`src/rtl/reorder_buffer_pkg.sv`:
```
// Shared types and helpers for the reorder buffer: op-type encodings,
// the default id width and the small decode helpers used at issue and commit.
package reorder_buffer_pkg;

    localparam int ROB_BITS_DEFAULT = 4;

    typedef enum logic [1:0] {
        ROB_REG    = 2'd0,
        ROB_STORE  = 2'd1,
        ROB_BRANCH = 2'd2,
        ROB_EXIT   = 2'd3
    } rob_type_e;

    // Ops that carry a destination register value into the register file.
    function automatic logic writes_reg(input rob_type_e t);
        return (t == ROB_REG) || (t == ROB_BRANCH);
    endfunction

    // Fetch restart address after a mispredicted branch.
    function automatic logic [31:0] redirect_target(input logic        actual_jump,
                                                    input logic [31:0] target,
                                                    input logic [31:0] pc);
        return actual_jump ? target : (pc + 32'd4);
    endfunction

endpackage

```
`src/rtl/reorder_buffer.sv`:
```
// Circular in-order commit queue. Allocates one id per issued op, captures
// ALU/LSB results, answers register-file operand queries (with CDB bypass),
// and retires one op per cycle, flushing everything on a branch mispredict.
module reorder_buffer
    import reorder_buffer_pkg::*;
#(
    parameter int ROB_BITS = ROB_BITS_DEFAULT
) (
    input  logic                clk,
    input  logic                rst_n,
    input  logic                rdy,
    input  logic                issue_valid,
    input  logic [1:0]          issue_type,
    input  logic [4:0]          issue_rd,
    input  logic                issue_pred_jump,
    input  logic [31:0]         issue_pc,
    output logic                rob_full,
    output logic [ROB_BITS-1:0] tail_id,
    output logic                need_set_reg_dep,
    output logic [4:0]          set_dep_reg_id,
    output logic [ROB_BITS-1:0] set_dep_rob_id,
    input  logic                alu_valid,
    input  logic [ROB_BITS-1:0] alu_rob_id,
    input  logic [31:0]         alu_value,
    input  logic                alu_jump,
    input  logic [31:0]         alu_target,
    input  logic                lsb_valid,
    input  logic [ROB_BITS-1:0] lsb_rob_id,
    input  logic [31:0]         lsb_value,
    input  logic [ROB_BITS-1:0] need_rob_id1,
    input  logic [ROB_BITS-1:0] need_rob_id2,
    output logic                rob_value1_ready,
    output logic [31:0]         rob_value1,
    output logic                rob_value2_ready,
    output logic [31:0]         rob_value2,
    output logic                need_set_reg_value,
    output logic [4:0]          set_value_reg_id,
    output logic [31:0]         set_val,
    output logic [ROB_BITS-1:0] set_reg_rob_id,
    output logic                commit_store,
    output logic [ROB_BITS-1:0] commit_rob_id,
    output logic                clear,
    output logic [31:0]         redirect_pc,
    output logic                halt
);

    localparam int                DEPTH    = 1 << ROB_BITS;
    localparam logic [ROB_BITS:0] FULL_CNT = (ROB_BITS + 1)'(DEPTH);

    logic [ROB_BITS-1:0] r_head, r_tail;
    logic [ROB_BITS:0]   r_count;
    logic [DEPTH-1:0]    r_busy, r_ready;
    rob_type_e           r_type   [DEPTH];
    logic [4:0]          r_rd     [DEPTH];
    logic [31:0]         r_value  [DEPTH];
    logic                r_pred   [DEPTH];
    logic                r_actual [DEPTH];
    logic [31:0]         r_target [DEPTH];
    logic [31:0]         r_pc     [DEPTH];

    logic                r_need_set_reg_value, r_commit_store, r_clear, r_halt;
    logic [4:0]          r_set_value_reg_id;
    logic [31:0]         r_set_val, r_redirect_pc;
    logic [ROB_BITS-1:0] r_set_reg_rob_id, r_commit_rob_id;

    logic                w_issue, w_alu_head, w_lsb_head, w_head_ready, w_commit;
    logic                w_head_actual, w_mispredict;
    logic [31:0]         w_head_value, w_head_target;
    rob_type_e           w_issue_type, w_head_type;

    // Issue is blocked by the registered count and while a flush is in flight.
    assign w_issue_type     = rob_type_e'(issue_type);
    assign rob_full         = (r_count == FULL_CNT);
    assign w_issue          = issue_valid & ~rob_full & ~r_clear;
    assign tail_id          = r_tail;
    assign need_set_reg_dep = w_issue & writes_reg(w_issue_type) & (issue_rd != 5'd0);
    assign set_dep_reg_id   = issue_rd;
    assign set_dep_rob_id   = r_tail;

    // Operand queries see a result on the CDB in the same cycle it is broadcast.
    assign rob_value1_ready = r_ready[need_rob_id1] | (alu_valid & (alu_rob_id == need_rob_id1))
                            | (lsb_valid & (lsb_rob_id == need_rob_id1));
    assign rob_value1       = (alu_valid & (alu_rob_id == need_rob_id1)) ? alu_value :
                              (lsb_valid & (lsb_rob_id == need_rob_id1)) ? lsb_value : r_value[need_rob_id1];
    assign rob_value2_ready = r_ready[need_rob_id2] | (alu_valid & (alu_rob_id == need_rob_id2))
                            | (lsb_valid & (lsb_rob_id == need_rob_id2));
    assign rob_value2       = (alu_valid & (alu_rob_id == need_rob_id2)) ? alu_value :
                              (lsb_valid & (lsb_rob_id == need_rob_id2)) ? lsb_value : r_value[need_rob_id2];

    // The head may retire on the same edge its result arrives on the CDB.
    assign w_alu_head    = alu_valid & (alu_rob_id == r_head);
    assign w_lsb_head    = lsb_valid & (lsb_rob_id == r_head);
    assign w_head_ready  = r_ready[r_head] | w_alu_head | w_lsb_head;
    assign w_head_value  = w_alu_head ? alu_value : (w_lsb_head ? lsb_value : r_value[r_head]);
    assign w_head_actual = w_alu_head ? alu_jump : r_actual[r_head];
    assign w_head_target = w_alu_head ? alu_target : r_target[r_head];
    assign w_head_type   = r_type[r_head];
    assign w_commit      = ~r_clear & r_busy[r_head] & w_head_ready;
    assign w_mispredict  = w_commit & (w_head_type == ROB_BRANCH) & (w_head_actual != r_pred[r_head]);

    assign need_set_reg_value = r_need_set_reg_value;
    assign set_value_reg_id   = r_set_value_reg_id;
    assign set_val            = r_set_val;
    assign set_reg_rob_id     = r_set_reg_rob_id;
    assign commit_store       = r_commit_store;
    assign commit_rob_id      = r_commit_rob_id;
    assign clear              = r_clear;
    assign redirect_pc        = r_redirect_pc;
    assign halt               = r_halt;

    // Queue pointers, entry status bits and registered commit/flush outputs.
    always_ff @(posedge clk or negedge rst_n) begin
        if (!rst_n) begin
            r_head               <= '0;
            r_tail               <= '0;
            r_count              <= '0;
            r_busy               <= '0;
            r_ready              <= '0;
            r_need_set_reg_value <= 1'b0;
            r_set_value_reg_id   <= '0;
            r_set_val            <= '0;
            r_set_reg_rob_id     <= '0;
            r_commit_store       <= 1'b0;
            r_commit_rob_id      <= '0;
            r_clear              <= 1'b0;
            r_redirect_pc        <= '0;
            r_halt               <= 1'b0;
        end else if (rdy) begin
            r_need_set_reg_value <= 1'b0;
            r_commit_store       <= 1'b0;
            r_clear              <= 1'b0;
            if (r_clear) begin
                r_head  <= '0;
                r_tail  <= '0;
                r_count <= '0;
                r_busy  <= '0;
                r_ready <= '0;
            end else begin
                if (alu_valid) r_ready[alu_rob_id] <= 1'b1;
                if (lsb_valid) r_ready[lsb_rob_id] <= 1'b1;
                if (w_commit) begin
                    r_busy[r_head]  <= 1'b0;
                    r_head          <= r_head + ROB_BITS'(1);
                    r_commit_rob_id <= r_head;
                    case (w_head_type)
                        ROB_REG, ROB_BRANCH: begin
                            if (r_rd[r_head] != 5'd0) begin
                                r_need_set_reg_value <= 1'b1;
                                r_set_value_reg_id   <= r_rd[r_head];
                                r_set_val            <= w_head_value;
                                r_set_reg_rob_id     <= r_head;
                            end
                        end
                        ROB_STORE: r_commit_store <= 1'b1;
                        ROB_EXIT:  r_halt         <= 1'b1;
                        default: ;
                    endcase
                    if (w_mispredict) begin
                        r_clear       <= 1'b1;
                        r_redirect_pc <= redirect_target(w_head_actual, w_head_target, r_pc[r_head]);
                    end
                end
                if (w_issue) begin
                    r_busy[r_tail]  <= 1'b1;
                    r_ready[r_tail] <= 1'b0;
                    r_tail          <= r_tail + ROB_BITS'(1);
                end
                r_count <= r_count + (ROB_BITS + 1)'(w_issue) - (ROB_BITS + 1)'(w_commit);
            end
        end
    end

    // Entry payload fields; only meaningful while the matching busy bit is set.
    always_ff @(posedge clk) begin
        if (rdy && !r_clear) begin
            if (alu_valid) begin
                r_value[alu_rob_id]  <= alu_value;
                r_actual[alu_rob_id] <= alu_jump;
                r_target[alu_rob_id] <= alu_target;
            end
            if (lsb_valid) r_value[lsb_rob_id] <= lsb_value;
            if (w_issue) begin
                r_type[r_tail] <= w_issue_type;
                r_rd[r_tail]   <= issue_rd;
                r_pred[r_tail] <= issue_pred_jump;
                r_pc[r_tail]   <= issue_pc;
            end
        end
    end

endmodule
```
`config.mk`:
```
export PLATFORM = sky130hd
export DESIGN_NAME = reorder_buffer
export DESIGN_NICKNAME = d
export VERILOG_FILES = /design/src/rtl/reorder_buffer_pkg.sv /design/src/rtl/reorder_buffer.sv
export SDC_FILE = /design/constraint.sdc
export NUM_CORES = 2
export LEC_CHECK = 0
export CORE_MARGIN = 5
export CORE_UTILIZATION = 47
export DETAILED_ROUTE_END_ITERATION = 16
export HOLD_SLACK_MARGIN = 0.05
export PLACE_DENSITY = 0.71
export SLEW_MARGIN = 20
export SYNTH_ARGS = -nofsm -noshare
export SYNTH_HDL_FRONTEND = slang
export SYNTH_SLANG_ARGS = --single-unit
```
`constraint.sdc`:
```
create_clock -name clk -period 4.3 [get_ports clk]
set_input_delay 0.86 -clock clk [delete_from_list [all_inputs] [get_ports clk]]
set_output_delay 0.86 -clock clk [all_outputs]
set_load 0.02 [all_outputs]
```
==> impl_metrics.json <==
{
  "synth_ff_type": "edfxtp_1",
  "setup_tns_ps": 0,
  "yosysSeqAreaShare": 0.617,
  "dp_hpwl_um": 149000,
  "yosys-top-cells-area": "edfxtp_1 58%, mux4_2 21%, mux2_2 7.1%",
  "cts_inserted_buffers": 188,
  "slew-limit-headroom": 0.314,
  "vias": 49800,
  "hold_class": "in -> async",
  "p_per_area_nw_per_um2": 536,
  "endpoint_kind": "output port",
  "clock_skew_ps": 58.1,
  "synth_enable_flop_cells": 1680,
  "period_share": 0.983,
  "clkSlewWorstSetupHoldPaths_ps": 60,
  "setup_viol": 0,
  "drv_slew": 0,
  "min_period_ps": 4230,
  "drc": 0,
  "synth_cell_types": 75,
  "antenna_found_initial": 34,
  "die-area_um2": 194000,
  "ys_ff_latch": 1806,
  "cts-root-buf": "clkbuf_16",
  "fillers": 14000,
  "synth_area_um2": 86900,
  "worst_pin_slew_ps": 1030,
  "grt_usage": 0.263,
  "final_cells": 7704,
  "area_delta_synth_final_pct": 16.7,
  "criticalPathCategory": "in -> out",
  "cp_cell_sequence": "buf_8, buf_12, mux4_2, mux4_2, or3_1, clkdlybuf4s50_1",
  "grt_max_degree": 129,
  "nNetsFinal": 5233,
  "run_status": "complete, no violations",
  "ys_async_sr_fraction": 0.0698,
  "cap_violations": 0,
  "cp_data_arrival_time_ps": 3370,
  "critPathLaunchType": "input port",
  "layout.cells.most_common": "edfxtp_1",
  "yosysWarnings": 0,
  "crit_cells": 6,
  "ant_nets": 0,
  "grt_pass1_vias": 50700,
  "core_area_um2": 183000,
  "cts.sinks": 1806,
  "clock_path_buffers": 3,
  "utilization": 0.553,
  "yosys.area.top_type": "edfxtp_1",
  "die_w_um": 440,
  "pre_cts_slack_ps": -181,
  "synthesis.instances": 4685,
  "via_per_inst": 6.46,
  "fp.dieH_um": 440,
  "gp_congestion": 0.821,
  "finalHoldViolCount": 0,
  "routedWlPerCell_um": 33.4,
  "grt-ovfl-total": 0,
  "syn_nets": 4860,
  "initial_core_util": 0.473,
  "fp-row-count": 157,
  "fin_ws_ps": 74.4,
  "slowest_stage": "clkdlybuf4s50_1",
  "tritoncts": "yes",
  "dpl.cell_count": 7329,
  "crit_required_ps": 3440,
  "ios": 321,
  "cp_max_fo": 15,
  "crit_family": "multiplexers",
  "reg2regPathDepth": 12,
  "first_pass_iters": 5,
  "layout_common_cells": "1,680 x edfxtp_1, 815 x mux4_2, 548 x mux2_2",
  "yosysTopAreaCellShare": 0.581,
  "critPathMaxStageDelay_ps": 580,
  "ff_latch_area_um2": 53600,
  "p_leak_uw": 0.0330,
  "drtIter0Drc": 6161,
  "syn_avg_cell_area_um2": 18.5,
  "cp_num_buf_inv": 3,
  "multi_input_area_um2": 31400,
  "htreeDepth": 4,
  "vdd_ir_drop_max_mv": 0.515,
  "port-buffer-count": 320,
  "grt_first_pass_wirelength_um": 367000,
  "layout-drive-gt1-share": 0.401,
  "clk_latency_ps": 850,
  "fmax_ghz": 0.237,
  "wirelength_um": 257000,
  "cp_common_cell": "mux4_2"
}
[routing by layer]
layer / GRT usage / wire length, um / vias up
met5: 0 / 48 / -
met4: 0.126 / 13800 / 8
met3: 0.0462 / 21200 / 597
met2: 0.444 / 131000 / 2808
met1: 0.333 / 91300 / 26200
li1: - / - / 20200
[per-stage QoR]
stage | area, um2 | hold WS, ps | total power, uW
after floorplan | 86900 | 461 | 32200
after global placement | 95100 | 463 | 38600
after detailed placement | 95100 | 478 | 38800
after CTS | 101000 | 74.4 | 54800
after global routing | 101000 | 118 | 56400
final | 101000 | 105 | 54400
[state kept, by name, indices dropped and copies added, names as in the netlist]
| signal | count |
|---|---|
| r_target | 512 |
| r_pred | 16 |
| clear | 1 |
| r_ready | 16 |
| commit_store | 1 |
| set_val | 32 |
| halt | 1 |
| r_type | 32 |
| set_value_reg_id | 5 |
| r_rd | 80 |
| r_busy | 16 |
| need_set_reg_value | 1 |
| set_reg_rob_id | 4 |
| set_dep_rob_id | 4 |
| r_pc | 512 |
| redirect_pc | 32 |
| r_value | 512 |
| r_count | 5 |
| r_actual | 16 |
| commit_rob_id | 4 |
| r_head | 4 |
[Yosys cell counts (3+ instances only)]
library cell	count
buf_6	21
o21ai_1	28
or4_1	4
mux2_1	7
o21ai_0	181
or2_2	6
a22oi_1	54
buf_12	6
edfxtp_1	1680
buf_1	88
o2bb2ai_1	3
a21oi_1	38
a22o_1	10
a221oi_1	5
buf_4	28
nor2b_1	8
xor2_1	18
nand3b_1	3
clkbuf_1	293
nand2_2	7
a31oi_1	20
mux4_1	13
nor3_1	37
nor4_1	6
inv_1	30
nand2b_1	4
mux2i_1	121
nor2_1	81
nand3_1	16
ha_1	15
xnor2_1	28
buf_2	40
mux4_2	815
or3_1	6
nor3b_1	3
nand4_1	7
nand2_1	229
and3_1	3
mux2_2	548
dfrtp_1	126
o22ai_1	4
[final cells by class]
cell class                      instances  area share
Tap cell                             2464      0.0304
Inverter                               31     0.00120
Sequential cell                      1806       0.529
Antenna cell                           21    0.000518
Timing Repair Buffer                  661      0.0693
Multi-Input combinational cell       2370       0.310
Clock buffer                          233      0.0489
Clock inverter                        118      0.0111
[logic make-up (layout without fill, tap and decap cells)]
family,Yosys count,after routing,synth area share
flops,1806,1806,0.617
mux,1504,1504,0.301
buf+inv,509,1043,0.0270
simple gates,437,437,0.0228
compound gates,367,367,0.0249
xor+xnor,46,46,0.00464
fa+ha+maj,16,16,0.00239
other cells,0,21,0
[worst paths after layout]
path | from | endpoint | slack (ps)
worst max-delay path | need_rob_id2[0] | rob_value2_ready | 70
worst min-delay path | rst_n | commit_rob_id[3]$_DFFE_PN0P_ | 100
worst max register to register | r_head[0]$_DFFE_PN0P_ | redirect_pc[23]$_DFFE_PN0P_ | 350
worst min register to register | commit_rob_id[2]$_DFFE_PN0P_ | commit_rob_id[2]$_DFFE_PN0P_ | 490
max in group asynchronous | rst_n | redirect_pc[2]$_DFFE_PN0P_ | 3250
min in group clk | commit_rob_id[2]$_DFFE_PN0P_ | commit_rob_id[2]$_DFFE_PN0P_ | 490
[where the power goes]
group	switching (uW)	total (uW)	internal, uW	leakage [uW]
sequential	665	20800	20200	0.0167
combinational	9500	17500	8010	0.0133
clock	7010	16000	9020	0.00296
total	17200	54400	37200	0.0330
[what timing repair did]
action	CTS	global route
endpoints found under the setup margin	6	52
hold buffers	0	0
hold endpoints to repair	0	0
setup buffers	0	2
gates cloned	0	1
pin swaps	0	1
gates resized for setup	6	57
No activity file was read; power rests on OpenSTA's default activity.
